==> src/rtl/cam_seq_pkg.sv <==
// Shared definitions for the camera power/reset sequencer: state encodings
// and the elaboration-time helpers that turn microsecond delays into cycles.
package cam_seq_pkg;

  typedef enum logic [2:0] {
    ST_OFF      = 3'd0,
    ST_PWR_WAIT = 3'd1,
    ST_RST_DLY  = 3'd2,
    ST_INIT     = 3'd3,
    ST_ON       = 3'd4,
    ST_SHUT     = 3'd5,
    ST_STBY     = 3'd6,
    ST_WAKE     = 3'd7
  } cam_state_t;

  // Whole cycles per microsecond times the delay; the clock is a whole number of MHz.
  function automatic int us_to_cyc(input int freq_hz, input int t_us);
    return (freq_hz / 1_000_000) * t_us;
  endfunction

  // Counter width able to hold the largest reload value, with one bit of headroom.
  function automatic int cnt_width(input int max_cyc);
    return $clog2(max_cyc) + 1;
  endfunction

  function automatic int max2(input int a, input int b);
    return (a > b) ? a : b;
  endfunction

endpackage

==> src/rtl/cam_seq_timer.sv <==
// Phase timer for the sequencer: loadable down-counter that holds at zero
// and flags expiry while it reads zero.
module cam_seq_timer
  import cam_seq_pkg::*;
#(
  parameter int CNT_W = 8
) (
  input  logic             sys_clk,
  input  logic             sys_rst,
  input  logic             load,
  input  logic [CNT_W-1:0] load_value,
  input  logic             dec,
  output logic             expired
);

  logic [CNT_W-1:0] cnt;

  // Load takes priority; otherwise count down and stop at zero.
  always_ff @(posedge sys_clk or posedge sys_rst) begin
    if (sys_rst) begin
      cnt <= '0;
    end else if (load) begin
      cnt <= load_value;
    end else if (dec && (cnt != '0)) begin
      cnt <= cnt - CNT_W'(1);
    end
  end

  assign expired = (cnt == '0);

endmodule

==> src/rtl/cam_power_seq.sv <==
// Camera power/reset sequencer. Walks PWDN and RESETB through a timed
// power-up, an ordered power-down (also used to abort a power-up), and,
// when CAM_PWR_SEQ_STANDBY_EN is defined, a standby/wake path driven by
// the level input stby_req. Without the macro stby_req does not exist.
module cam_power_seq
  import cam_seq_pkg::*;
#(
  parameter int CLK_FREQ_HZ   = 100_000_000,
  parameter int T_PWR_US      = 6000,
  parameter int T_PWDN_RST_US = 2000,
  parameter int T_RST_INIT_US = 20000,
  parameter int T_OFF_US      = 1000,
  parameter int T_WAKE_US     = 1000
) (
  input  logic       sys_clk,
  input  logic       sys_rst,
`ifdef CAM_PWR_SEQ_STANDBY_EN
  input  logic       stby_req,
`endif
  input  logic       seq_start,
  input  logic       seq_stop,
  output logic       cam_rstb,
  output logic       cam_pwdn,
  output logic       seq_done,
  output logic       seq_busy,
  output logic [2:0] seq_state
);

  localparam int T_PWR_CYC      = us_to_cyc(CLK_FREQ_HZ, T_PWR_US);
  localparam int T_PWDN_RST_CYC = us_to_cyc(CLK_FREQ_HZ, T_PWDN_RST_US);
  localparam int T_RST_INIT_CYC = us_to_cyc(CLK_FREQ_HZ, T_RST_INIT_US);
  localparam int T_OFF_CYC      = us_to_cyc(CLK_FREQ_HZ, T_OFF_US);
  localparam int T_WAKE_CYC     = us_to_cyc(CLK_FREQ_HZ, T_WAKE_US);
  localparam int MAX_CYC = max2(max2(max2(T_PWR_CYC, T_PWDN_RST_CYC),
                                     max2(T_RST_INIT_CYC, T_OFF_CYC)), T_WAKE_CYC);
  localparam int CNT_W = cnt_width(MAX_CYC);

  localparam logic [CNT_W-1:0] LD_PWR      = CNT_W'(T_PWR_CYC - 1);
  localparam logic [CNT_W-1:0] LD_PWDN_RST = CNT_W'(T_PWDN_RST_CYC - 1);
  localparam logic [CNT_W-1:0] LD_RST_INIT = CNT_W'(T_RST_INIT_CYC - 1);
  localparam logic [CNT_W-1:0] LD_OFF      = CNT_W'(T_OFF_CYC - 1);
`ifdef CAM_PWR_SEQ_STANDBY_EN
  localparam logic [CNT_W-1:0] LD_WAKE     = CNT_W'(T_WAKE_CYC - 1);
`endif

  // A zero-length phase or a fractional-MHz clock cannot be timed correctly.
  if ((CLK_FREQ_HZ % 1_000_000) != 0 || CLK_FREQ_HZ < 1_000_000) begin : g_bad_freq
    $error("cam_power_seq: CLK_FREQ_HZ must be a non-zero multiple of 1 MHz");
  end
  if (T_PWR_CYC < 1 || T_PWDN_RST_CYC < 1 || T_RST_INIT_CYC < 1 ||
      T_OFF_CYC < 1 || T_WAKE_CYC < 1) begin : g_bad_delay
    $error("cam_power_seq: every phase delay must be at least one cycle");
  end

  cam_state_t       state, state_nxt;
  logic             rstb_nxt, pwdn_nxt, done_nxt, busy_nxt;
  logic             go_shut;
  logic             tmr_load;
  logic [CNT_W-1:0] tmr_val;
  logic             tmr_expired;

  cam_seq_timer #(.CNT_W(CNT_W)) u_timer (
    .sys_clk    (sys_clk),
    .sys_rst    (sys_rst),
    .load       (tmr_load),
    .load_value (tmr_val),
    .dec        (1'b1),
    .expired    (tmr_expired)
  );

  // Next state, next pin levels and timer reload; stop beats start and expiry.
  always_comb begin
    state_nxt = state;
    rstb_nxt  = cam_rstb;
    pwdn_nxt  = cam_pwdn;
    done_nxt  = seq_done;
    go_shut   = 1'b0;
    tmr_load  = 1'b0;
    tmr_val   = '0;
    case (state)
      ST_OFF: begin
        if (seq_start && !seq_stop) begin
          state_nxt = ST_PWR_WAIT;
          tmr_load  = 1'b1;
          tmr_val   = LD_PWR;
        end
      end
      ST_PWR_WAIT: begin
        if (seq_stop) begin
          go_shut = 1'b1;
        end else if (tmr_expired) begin
          pwdn_nxt  = 1'b0;
          state_nxt = ST_RST_DLY;
          tmr_load  = 1'b1;
          tmr_val   = LD_PWDN_RST;
        end
      end
      ST_RST_DLY: begin
        if (seq_stop) begin
          go_shut = 1'b1;
        end else if (tmr_expired) begin
          rstb_nxt  = 1'b1;
          state_nxt = ST_INIT;
          tmr_load  = 1'b1;
          tmr_val   = LD_RST_INIT;
        end
      end
      ST_INIT: begin
        if (seq_stop) begin
          go_shut = 1'b1;
        end else if (tmr_expired) begin
          done_nxt  = 1'b1;
          state_nxt = ST_ON;
        end
      end
      ST_ON: begin
        if (seq_stop) begin
          go_shut = 1'b1;
`ifdef CAM_PWR_SEQ_STANDBY_EN
        end else if (stby_req) begin
          pwdn_nxt  = 1'b1;
          done_nxt  = 1'b0;
          state_nxt = ST_STBY;
`endif
        end
      end
      ST_SHUT: begin
        if (tmr_expired) begin
          pwdn_nxt  = 1'b1;
          state_nxt = ST_OFF;
        end
      end
`ifdef CAM_PWR_SEQ_STANDBY_EN
      ST_STBY: begin
        if (seq_stop) begin
          go_shut = 1'b1;
        end else if (!stby_req) begin
          pwdn_nxt  = 1'b0;
          state_nxt = ST_WAKE;
          tmr_load  = 1'b1;
          tmr_val   = LD_WAKE;
        end
      end
      ST_WAKE: begin
        if (seq_stop) begin
          go_shut = 1'b1;
        end else if (tmr_expired) begin
          done_nxt  = 1'b1;
          state_nxt = ST_ON;
        end
      end
`endif
      default: begin
        state_nxt = ST_OFF;
      end
    endcase
    // Shutdown always drops RESETB first; PWDN follows when SHUT expires.
    if (go_shut) begin
      rstb_nxt  = 1'b0;
      done_nxt  = 1'b0;
      state_nxt = ST_SHUT;
      tmr_load  = 1'b1;
      tmr_val   = LD_OFF;
    end
    busy_nxt = (state_nxt == ST_PWR_WAIT) || (state_nxt == ST_RST_DLY) ||
               (state_nxt == ST_INIT) || (state_nxt == ST_SHUT) ||
               (state_nxt == ST_WAKE);
  end

  // State and pin registers; reset parks the sensor powered down and in reset.
  always_ff @(posedge sys_clk or posedge sys_rst) begin
    if (sys_rst) begin
      state    <= ST_OFF;
      cam_rstb <= 1'b0;
      cam_pwdn <= 1'b1;
      seq_done <= 1'b0;
      seq_busy <= 1'b0;
    end else begin
      state    <= state_nxt;
      cam_rstb <= rstb_nxt;
      cam_pwdn <= pwdn_nxt;
      seq_done <= done_nxt;
      seq_busy <= busy_nxt;
    end
  end

  assign seq_state = state;

endmodule
==> config.mk <==
export PLATFORM = sky130hd
export DESIGN_NAME = cam_power_seq
export DESIGN_NICKNAME = d
export VERILOG_FILES = /design/src/rtl/cam_seq_pkg.sv /design/src/rtl/cam_seq_timer.sv /design/src/rtl/cam_power_seq.sv
export SDC_FILE = /design/constraint.sdc
export NUM_CORES = 1
export LEC_CHECK = 0
export ABC_CLOCK_PERIOD_IN_PS = 3900
export BUFFER_PORTS_ARGS = -buffer_cell sky130_fd_sc_hd__buf_4
export CORE_AREA = 2 2 60 62
export CTS_CLUSTER_DIAMETER = 120
export CTS_CLUSTER_SIZE = 8
export DETAILED_ROUTE_END_ITERATION = 16
export DIE_AREA = 0 0 62 64
export PLACE_DENSITY = 0.85
export RECOVER_POWER = 50
export SETUP_SLACK_MARGIN = 0.4
export SLEW_MARGIN = 10
export SYNTH_ARGS = -nofsm -noshare
export SYNTH_HDL_FRONTEND = slang
export SYNTH_SLANG_ARGS = --single-unit
==> constraint.sdc <==
create_clock -name sys_clk -period 3.9 [get_ports sys_clk]
set_input_delay 0.585 -clock sys_clk [delete_from_list [all_inputs] [get_ports sys_clk]]
set_output_delay 0.585 -clock sys_clk [all_outputs]
set_load 0.01 [all_outputs]
==> results of run 1 <==
power breakdown:
group	total (mW)	leakage [nW]	switching (mW)	internal, mW
Combinational	0.268	0.400	0.152	0.116
Sequential	0.448	0.337	0.0867	0.361
Clock	0.177	0.0265	0.106	0.0717
worst max-delay path, cell delays in order (launching register included):
cell	delay [ns]
sky130_fd_sc_hd__dfrtp_1	0.41
sky130_fd_sc_hd__inv_1	0.13
sky130_fd_sc_hd__ha_1	0.17
sky130_fd_sc_hd__or4b_2	0.62
sky130_fd_sc_hd__nor3_1	0.28
sky130_fd_sc_hd__nor2b_1	0.67
sky130_fd_sc_hd__mux2_2	0.41
sky130_fd_sc_hd__nand2_1	0.06
layout make-up:
cell class | instances | share of cell area
well taps | 46 | 0.0279
flip-flops and latches | 29 | 0.353
clock buffers | 8 | 0.0237
inverters | 9 | 0.0164
repair buffers | 12 | 0.0383
multi-input cells | 173 | 0.541
cells in the final DEF, fill, tap and decap left out, types with 2 or more instances in the layout:
master	instances
sky130_fd_sc_hd__o21ai_0	15
sky130_fd_sc_hd__xor2_1	5
sky130_fd_sc_hd__nand4_1	4
sky130_fd_sc_hd__nand2_1	16
sky130_fd_sc_hd__clkbuf_4	6
sky130_fd_sc_hd__nand3_1	11
sky130_fd_sc_hd__o21a_1	2
sky130_fd_sc_hd__clkbuf_1	6
sky130_fd_sc_hd__o22ai_1	2
sky130_fd_sc_hd__o211ai_1	2
sky130_fd_sc_hd__inv_1	8
sky130_fd_sc_hd__a21oi_1	12
sky130_fd_sc_hd__nor3_1	13
sky130_fd_sc_hd__and3_1	4
sky130_fd_sc_hd__or3_1	2
sky130_fd_sc_hd__ha_1	2
sky130_fd_sc_hd__o31a_1	4
sky130_fd_sc_hd__nor3_2	2
sky130_fd_sc_hd__o31ai_1	6
sky130_fd_sc_hd__nor4_1	7
sky130_fd_sc_hd__nor2_1	12
sky130_fd_sc_hd__or2_2	2
sky130_fd_sc_hd__nand2b_1	2
sky130_fd_sc_hd__buf_4	8
sky130_fd_sc_hd__or4_4	3
sky130_fd_sc_hd__or4_1	6
sky130_fd_sc_hd__nor2b_1	4
sky130_fd_sc_hd__dfrtp_1	28
sky130_fd_sc_hd__o41ai_1	3
sky130_fd_sc_hd__xnor2_1	5
sky130_fd_sc_hd__a31oi_1	5
layer usage:
| layer | track usage | vias up |
|---|---|---|
| met5 | 0 | - |
| met2 | 0.371 | 62 |
| met3 | 0.0445 | 16 |
| met1 | 0.403 | 822 |
| li1 | - | 862 |
| met4 | 0.146 | 0 |
metrics by stage:
step / hold slack, ns / cells / setup WS [ns]
finish: 0.365 / 277 / 1.08
global route: 0.433 / 277 / 0.885
CTS: 0.480 / 277 / 1.12
floorplan: 0.467 / 223 / 1.68
global placement: 0.456 / 269 / 1.26
detailed placement: 0.461 / 269 / 1.12
flip-flops by register name, indices dropped and copies added (netlist names):
signal       count
u_timer.cnt     22
seq_state        3
cam_pwdn         1
cam_rstb         1
seq_busy         1
seq_done         1
worst paths after layout:
check	cells after the start	startpoint	endpoint	slack, ns
hold reg to reg	2	cam_pwdn	cam_pwdn	0.48
setup reg to reg	7	u_timer.cnt[0]	u_timer.cnt[1]	1.08
max in group asynchronous	2	sys_rst	u_timer.cnt[15]	3.05
hold / removal	2	sys_rst	u_timer.cnt[4]	0.37
min in group sys_clk	2	cam_pwdn	cam_pwdn	0.48
setup / recovery	7	u_timer.cnt[0]	u_timer.cnt[1]	1.08
cell families after synthesis:
family	after synthesis
AND/OR/NAND/NOR	98
flip-flops	29
adder cells (fa/ha/maj)	2
AO/OA/AOI/OAI	61
XOR/XNOR	10
multiplexers	2
buffers and inverters	21
==> flow_summary.toml, run 1 <==
[outcome]
outcome = "complete, no violations"

[finish]
num-nets-final = 236
antennaDiodeCount = 0
fill_cells = 290
multi_input_combinational_cell_area_sq_mm = 0.00111
drive_above_1_share = 0.126
register_area_sq_um = 727
area_growth_pct = 7.09
utilization = 0.627
finalInstanceArea_sq_mm = 0.00206

[synth]
synth.cell_area_sq_mm = 0.00192
cell_types_occupying_the_most_area_after_synthesis = "sky130_fd_sc_hd__dfrtp_1 36%, sky130_fd_sc_hd__o21ai_0 3.9%, sky130_fd_sc_hd__nor3_1 3.4%"
number_of_synthesized_flops_with_an_enable_pin = 0
synth.yosys.seq_area_share = 0.378
synth-adder-area-share = 0.0130
synth.net_count = 229
synth.largest_area_cell = "sky130_fd_sc_hd__dfrtp_1"
async_flop_share = 1.00
combinational_family_with_the_most_area_after_synthesis = "simple AND/OR/NAND/NOR gates"
synth-xor-area-share = 0.0455
post_synth.cell_area_avg_sq_um = 8.62
synth.distinct_cells = 53
ys.warnings.count = 0
muxShareOfSynthArea = 0.0111
syn_inst = 223
yosys.area_share.simple = 0.301
synth.top_cells.by_count = "28 x sky130_fd_sc_hd__dfrtp_1, 16 x sky130_fd_sc_hd__nand2_1, 15 x sky130_fd_sc_hd__o21ai_0"
library_cell_with_the_highest_instance_count_after_synthesis = "sky130_fd_sc_hd__dfrtp_1"
synth_ff_type = "sky130_fd_sc_hd__dfrtp_1"
synth-seq-cells = 29
synth_largest_type_area_fraction = 0.364
compound_gate_fraction_of_synth_area = 0.208

[floorplan]
fp.coreArea_sq_mm = 0.00328
die_area_sq_mm = 0.00397
dieHeight_um = 64
placement_rows = 21
top_level_port_count = 11
die_w_um = 62
start_util = 0.586

[global_route]
grt_pass1_vias = 1666
groute.usage.overall = 0.272
antenna_found_initial = 0
grt_max_degree = 30
overflow_after_grt = 0
grt_first_pass_wirelength_um = 7960

[power_and_ir_drop]
design_power_total_mw = 0.893
peakVddDrop_mv = 0.188
power.density_cell_area_mw_per_mm2 = 433
leakage_power_of_the_design_nw = 0.764

[worst_setup_path]
crit_required_ns = 4.17
timing.critical_path.fanout_max = 10
critical_path.startpoint_type = "register"
cp-end-kind = "register"
critPathArrivalTime_ns = 3.09
worstSetupPathType = "register to register"

[drt]
vias_per_cell = 6.36
route.detailed.wl_per_inst_um = 16.7
ant_nets = 0
via_count = 1762
met1Wirelength_um = 2070
count_of_tritonroute_iterations_in_the_first_routing_pass = 4
routed_wirelength_um = 4630
first_iter_violations = 116
met2RoutedLength_um = 2190
drc = 0
met3_length_um = 241
route.top_layer_used = "met4"

[clock_tree]
clk_latency_ns = 0.34
cts.repair.resized = 0
postCtsSetupRepairBufs = 0
ctsHoldBuffers = 0
h-tree-depth = 2
cts_sinks = 29
clockRootBuffer = "sky130_fd_sc_hd__clkbuf_4"
cts_tree = "built"
clkTransAtPathRegs_ns = 0.09
cts_inserted_buffers = 5
cts_max_path_buffers = 2

[sta]
max_slew.worst_pin.slew_ns = 1.20
timing.final.crit_period_ns = 2.82
rsz0062_at_grt = "false"
report.final.hold_viol_count = 0
fmax_ghz = 0.355
finalSetupViolCount = 0
layout_worst_path_cycle_share = 0.722
totalNegativeSetupSlack_ns = 0
finalMaxSlewViolations = 0
timing.slew.headroom = 0.196
final.setup_skew_ns = 0.0102

[place]
detailedPlacementHpwl_um = 3290
count_of_buffers_from_port_buffering = 10
globalplace.congestion = 0.871
postPlaceCellArea_sq_mm = 0.00202

[min_path]
timing.hold.worst.class = "input pin to asynchronous set/reset pin"

[job]
drv.max_cap_violation_count = 0
(Power assumes the default switching activity.)
==> run 2, diff against run 1 <==
- ABC_CLOCK_PERIOD_IN_PS: 3900 -> 2900
- clock period: 3.9 -> 2.9 ns (I/O delays scaled with it)
==> run 2 against run 1 <==
Effect of this change:
- the run now ends with capacitance limit, slew limit left
- register-to-register slack got worse by 0.52 ns
- sequential share of layout area decreased by 1.2 points
- worst hold slack got worse by 0.017 ns
- worst setup slack got worse by 0.52 ns
- non-clock buffer count increased by 9
- cell count increased by 2.9%
- largest cell class unchanged
==> flow_summary.toml, run 2 (synthesized netlist as in run 1, its figures left out) <==
[outcome]
outcome = "finished with violations"
violations_in_the_final_reports = "capacitance limit, slew limit"

[floorplan]
die_area_sq_mm = 0.00397
start_util = 0.586
dieHeight_um = 64
placement_rows = 21
top_level_port_count = 11
fp.coreArea_sq_mm = 0.00328
die_w_um = 62

[global_route]
grt_max_degree = 30
groute.usage.overall = 0.304
grt_first_pass_wirelength_um = 8830
grt_pass1_vias = 1815
overflow_after_grt = 0
antenna_found_initial = 0

[sta]
timing.final.crit_period_ns = 2.33
timing.slew.headroom = -0.0382
rsz0062_at_grt = "false"
finalSetupViolCount = 0
totalNegativeSetupSlack_ns = 0
fmax_ghz = 0.429
layout_worst_path_cycle_share = 0.804
final.setup_skew_ns = 0.00778
hold_slack_ns = 0.348
max_slew.worst_pin.slew_ns = 1.56
report.final.hold_viol_count = 0
finalMaxSlewViolations = 30

[clock_tree]
clkTransAtPathRegs_ns = 0.08
clockRootBuffer = "sky130_fd_sc_hd__clkbuf_4"
postCtsSetupRepairBufs = 0
cts_tree = "built"
ctsHoldBuffers = 0
cts_sinks = 29
clk_latency_ns = 0.35
cts_max_path_buffers = 2
cts.repair.resized = 0
cts_inserted_buffers = 5
h-tree-depth = 2

[drt]
ant_nets = 0
routed_wirelength_um = 5130
count_of_tritonroute_iterations_in_the_first_routing_pass = 5
via_count = 1878
first_iter_violations = 234
drc = 0
route.detailed.wl_per_inst_um = 18.0
vias_per_cell = 6.59

[job]
drv.max_cap_violation_count = 1

[finish]
registers.top_by_ff_count = "u_timer.cnt"
area_growth_pct = 11.0
layout.cells.most_common = "sky130_fd_sc_hd__dfrtp_1"
antennaDiodeCount = 0
utilization = 0.650
drive_above_1_share = 0.163
layout.cells.most_common_list = "28 x sky130_fd_sc_hd__dfrtp_1, 16 x sky130_fd_sc_hd__nand2_1, 16 x sky130_fd_sc_hd__buf_4, 15 x sky130_fd_sc_hd__o21ai_0"
num-nets-final = 245
largest_reg_flops = 22
fill_cells = 278

[place]
globalplace.congestion = 0.949
detailedPlacementHpwl_um = 3650
count_of_buffers_from_port_buffering = 10

[power_and_ir_drop]
total_switching_power_mw = 0.485
swShare = 0.389
cellInternalPower_mw = 0.763
power.share.clock = 0.209
peakVddDrop_mv = 0.319
pwr-share-seq = 0.486
power.density_cell_area_mw_per_mm2 = 585
combinationalPowerShare = 0.305
leakage_power_of_the_design_nw = 0.816

[worst_setup_path]
critical-path-max-stage-delay_ns = 0.54
critPathArrivalTime_ns = 2.55
critical_path.startpoint_type = "register"
worstPathCellList = "nor4_2, nand4_1, buf_4, nor3_2, and3_1, o2bb2ai_1"
crit_path_slowest_cell = "sky130_fd_sc_hd__nor4_2"
crit_required_ns = 3.12
timing.critical_path.fanout_max = 16
worstSetupPathType = "register to register"
cp-end-kind = "register"

[min_path]
timing.hold.worst.class = "input pin to register"
==> run 2: changes by cell type in the layout (fill, tap and decap cells not counted), sizes merged <==
cell    change
buf         +8
clkinv      -1
inv         +1
==> run 2: final cells by class <==
cell class	instances	area (sq um)	area share
Timing Repair Buffer	21	143	0.0668
Inverter	9	33.8	0.0158
Clock buffer	7	55.1	0.0258
Sequential cell	29	727	0.341
Tap cell	46	57.6	0.0270
Multi-Input combinational cell	173	1120	0.524
==> run 2: path summary, 6_finish.rpt <==
path,start,endpoint,slack (ns),cells after the start
worst min-delay path,seq_stop,seq_state[1],0.35,2
worst max register to register,u_timer.cnt[4],u_timer.cnt[9],0.57,6
worst min register to register,cam_pwdn,cam_pwdn,0.47,2
max in group asynchronous,sys_rst,seq_done,1.37,3
min in group asynchronous,sys_rst,u_timer.cnt[7],0.62,3
worst max-delay path,u_timer.cnt[4],u_timer.cnt[9],0.57,6
==> run 2: worst max-delay path, delay by kind of cell (launching register included) <==
kind / cells / cell delay, ns
AOI/OAI and AO/OA: 1 / 0.13
buffers and inverters: 1 / 0.24
DFF: 1 / 0.45
and+or+nand+nor: 4 / 1.38
==> run 2: routing by layer <==
metal / up-vias / routed length, um / global-route usage
met2: 86 / 2480 / 0.451
met5: - / 0 / 0
li1: 878 / - / -
met3: 17 / 389 / 0.0749
met1: 897 / 2100 / 0.413
met4: 0 / 155 / 0.130
==> run 2: power groups by stage <==
stage / Clock, mW / Sequential (mW) / Combinational [mW]
4_1_cts: 0.260 / 0.602 / 0.375
2_1_floorplan: 0 / 0.578 / 0.285
3_5_place_dp: 0 / 0.610 / 0.371
5_1_grt: 0.283 / 0.626 / 0.437
3_3_place_gp: 0 / 0.601 / 0.360
6_report: 0.260 / 0.607 / 0.381
==> run 2: metrics by stage <==
stage                     total power, mW  instance area, sq um  instances  setup WS [ns]
after floorplan                     0.863                  1920        223          0.680
after global placement              0.961                  2090        278          0.615
after detailed placement            0.981                  2090        278          0.553
after CTS                            1.24                  2140        285          0.527
after global routing                 1.35                  2130        285          0.438
final                                1.25                  2130        285          0.567
==> run 3, diff against run 2 <==
- ABC_CLOCK_PERIOD_IN_PS: 2900 -> 1970
- CORE_AREA: 2 2 60 62 -> 2 2 63 65
- DIE_AREA: 0 0 62 64 -> 0 0 65 67
- PLACE_DENSITY: 0.85 -> 0.81
- clock period: 2.9 -> 1.97 ns (I/O delays scaled with it)
==> run 3 against run 2 <==
Effect of this change:
- the flow finishes with violations (capacitance limit, slew limit, setup timing)
- largest cell class unchanged
- worst setup slack got worse by 0.85 ns
- cell count increased by 24%
- sequential cell count unchanged
- global-route usage increased by 8.0 points
- non-clock buffer count increased by 65
- critical path depth increased by 3
==> flow_summary.toml, run 3 (synthesized netlist as in run 1, its figures left out) <==
[finish]
utilization = 0.867
layout.cells.most_common = "sky130_fd_sc_hd__buf_4"
layout.cells.most_common_list = "65 x sky130_fd_sc_hd__buf_4, 28 x sky130_fd_sc_hd__dfrtp_1, 15 x sky130_fd_sc_hd__buf_6, 12 x sky130_fd_sc_hd__nand2_1"
largest_reg_flops = 22
drive_above_1_share = 0.531
area_growth_pct = 62.7
registers.top_by_ff_count = "u_timer.cnt"
num-nets-final = 310
antennaDiodeCount = 0

[floorplan]
dieHeight_um = 67
die_w_um = 65
start_util = 0.533
die_area_sq_mm = 0.00436
placement_rows = 22
fp.coreArea_sq_mm = 0.00361
top_level_port_count = 11

[worst_setup_path]
r2r.worst_path.cells = 9
timing.critical_path.fanout_max = 5
critical_path.startpoint_type = "register"
cp-end-kind = "register"
worstSetupPathType = "register to register"
rrSetupSlack_ns = -0.28
critPathArrivalTime_ns = 2.43
crit_required_ns = 2.15

[clock_tree]
cts_tree = "built"
clkTransAtPathRegs_ns = 0.07
ctsHoldBuffers = 0
cts_sinks = 29
clk_latency_ns = 0.31
h-tree-depth = 2
cts_max_path_buffers = 2
cts_inserted_buffers = 5
clockRootBuffer = "sky130_fd_sc_hd__clkbuf_8"

[power_and_ir_drop]
power.density_cell_area_mw_per_mm2 = 892
design_power_total_mw = 2.79
peakVddDrop_mv = 0.679
leakage_power_of_the_design_nw = 1.25

[sta]
rsz0062_at_grt = "true"
post-route-worst-setup-slack_ns = -0.284
timing.final.crit_period_ns = 2.25
hold_slack_ns = 0.399
final.setup_skew_ns = 0.00554
report.final.hold_viol_count = 0
finalMaxSlewViolations = 30
timing.slew.headroom = -0.114
totalNegativeSetupSlack_ns = -3.98
fmax_ghz = 0.444
finalSetupViolCount = 28
max_slew.worst_pin.slew_ns = 1.67
layout_worst_path_cycle_share = 1.14

[drt]
route.detailed.wl_per_inst_um = 25.1
first_iter_violations = 304
routed_wirelength_um = 8870
drc = 0
count_of_tritonroute_iterations_in_the_first_routing_pass = 6
ant_nets = 0
vias_per_cell = 7.05
via_count = 2487

[min_path]
hold_depth = 3
timing.hold.worst.class = "input pin to register"

[global_route]
grt_max_degree = 30
grt_first_pass_wirelength_um = 12000
groute.usage.overall = 0.383
grt_pass1_vias = 2341
overflow_after_grt = 0
antenna_found_initial = 0

[job]
drv.max_cap_violation_count = 1

[outcome]
outcome = "finished with violations"
violations_in_the_final_reports = "capacitance limit, slew limit, setup timing"

[place]
globalplace.congestion = 1.01
detailedPlacementHpwl_um = 4260
count_of_buffers_from_port_buffering = 10
## run 3: cell count changes in the layout (fill, tap and decap cells not counted), sizes merged
cell	previous run	this run
buf	16	84
clkbuf	12	9
clkinv	0	1
## run 3: area by class of cell
type / instances / area (sq um)
multi-input cells: 173 / 1470
repair buffers: 86 / 738
flip-flops and latches: 29 / 727
fillers: 165 / 478
clock buffers: 7 / 96.3
well taps: 48 / 60.1
inverters: 9 / 33.8
clock inverters: 1 / 5.00
## run 3: layer usage
metal	global-route usage	share of wire
met3	0.133	0.11
met4	0.199	0.068
met5	0	0
met2	0.644	0.46
met1	0.429	0.37
## run 3: critical path, cell delays in order, from the launching register on
cell	delay, ns
sky130_fd_sc_hd__dfrtp_1	0.38
sky130_fd_sc_hd__or4_4	0.58
sky130_fd_sc_hd__nor4_4	0.26
sky130_fd_sc_hd__buf_4	0.16
sky130_fd_sc_hd__buf_4	0.13
sky130_fd_sc_hd__buf_12	0.12
sky130_fd_sc_hd__buf_8	0.11
sky130_fd_sc_hd__a31oi_1	0.10
sky130_fd_sc_hd__o21ai_1	0.19
sky130_fd_sc_hd__a21oi_1	0.12
## run 3: final timing paths
| check | to | from |
|---|---|---|
| min in group asynchronous | u_timer.cnt[3] | sys_rst |
| setup / recovery | u_timer.cnt[17] | u_timer.cnt[9] |
| setup reg to reg | u_timer.cnt[17] | u_timer.cnt[9] |
| hold reg to reg | cam_pwdn | cam_pwdn |
| max in group asynchronous | seq_state[0] | sys_rst |
| hold / removal | seq_state[1] | seq_stop |
## run 3: stage by stage
step	instances	instance area [sq um]	setup WS, ns
2_1_floorplan	223	1980	-0.113
3_3_place_gp	326	2500	-0.0960
3_5_place_dp	326	2500	-0.123
4_1_cts	347	2950	-0.119
5_1_grt	353	3130	-0.281
6_report	353	3130	-0.284
## run 3: timing repair
item	in CTS	in global routing
setup buffers	13	6
pin swaps	24	20
resized for setup	57	33
setup endpoints to repair	29	29
## run 3: power breakdown
part	switching, mW	internal [mW]
sequential	0.137	0.716
combinational	0.727	0.633
clock	0.261	0.315
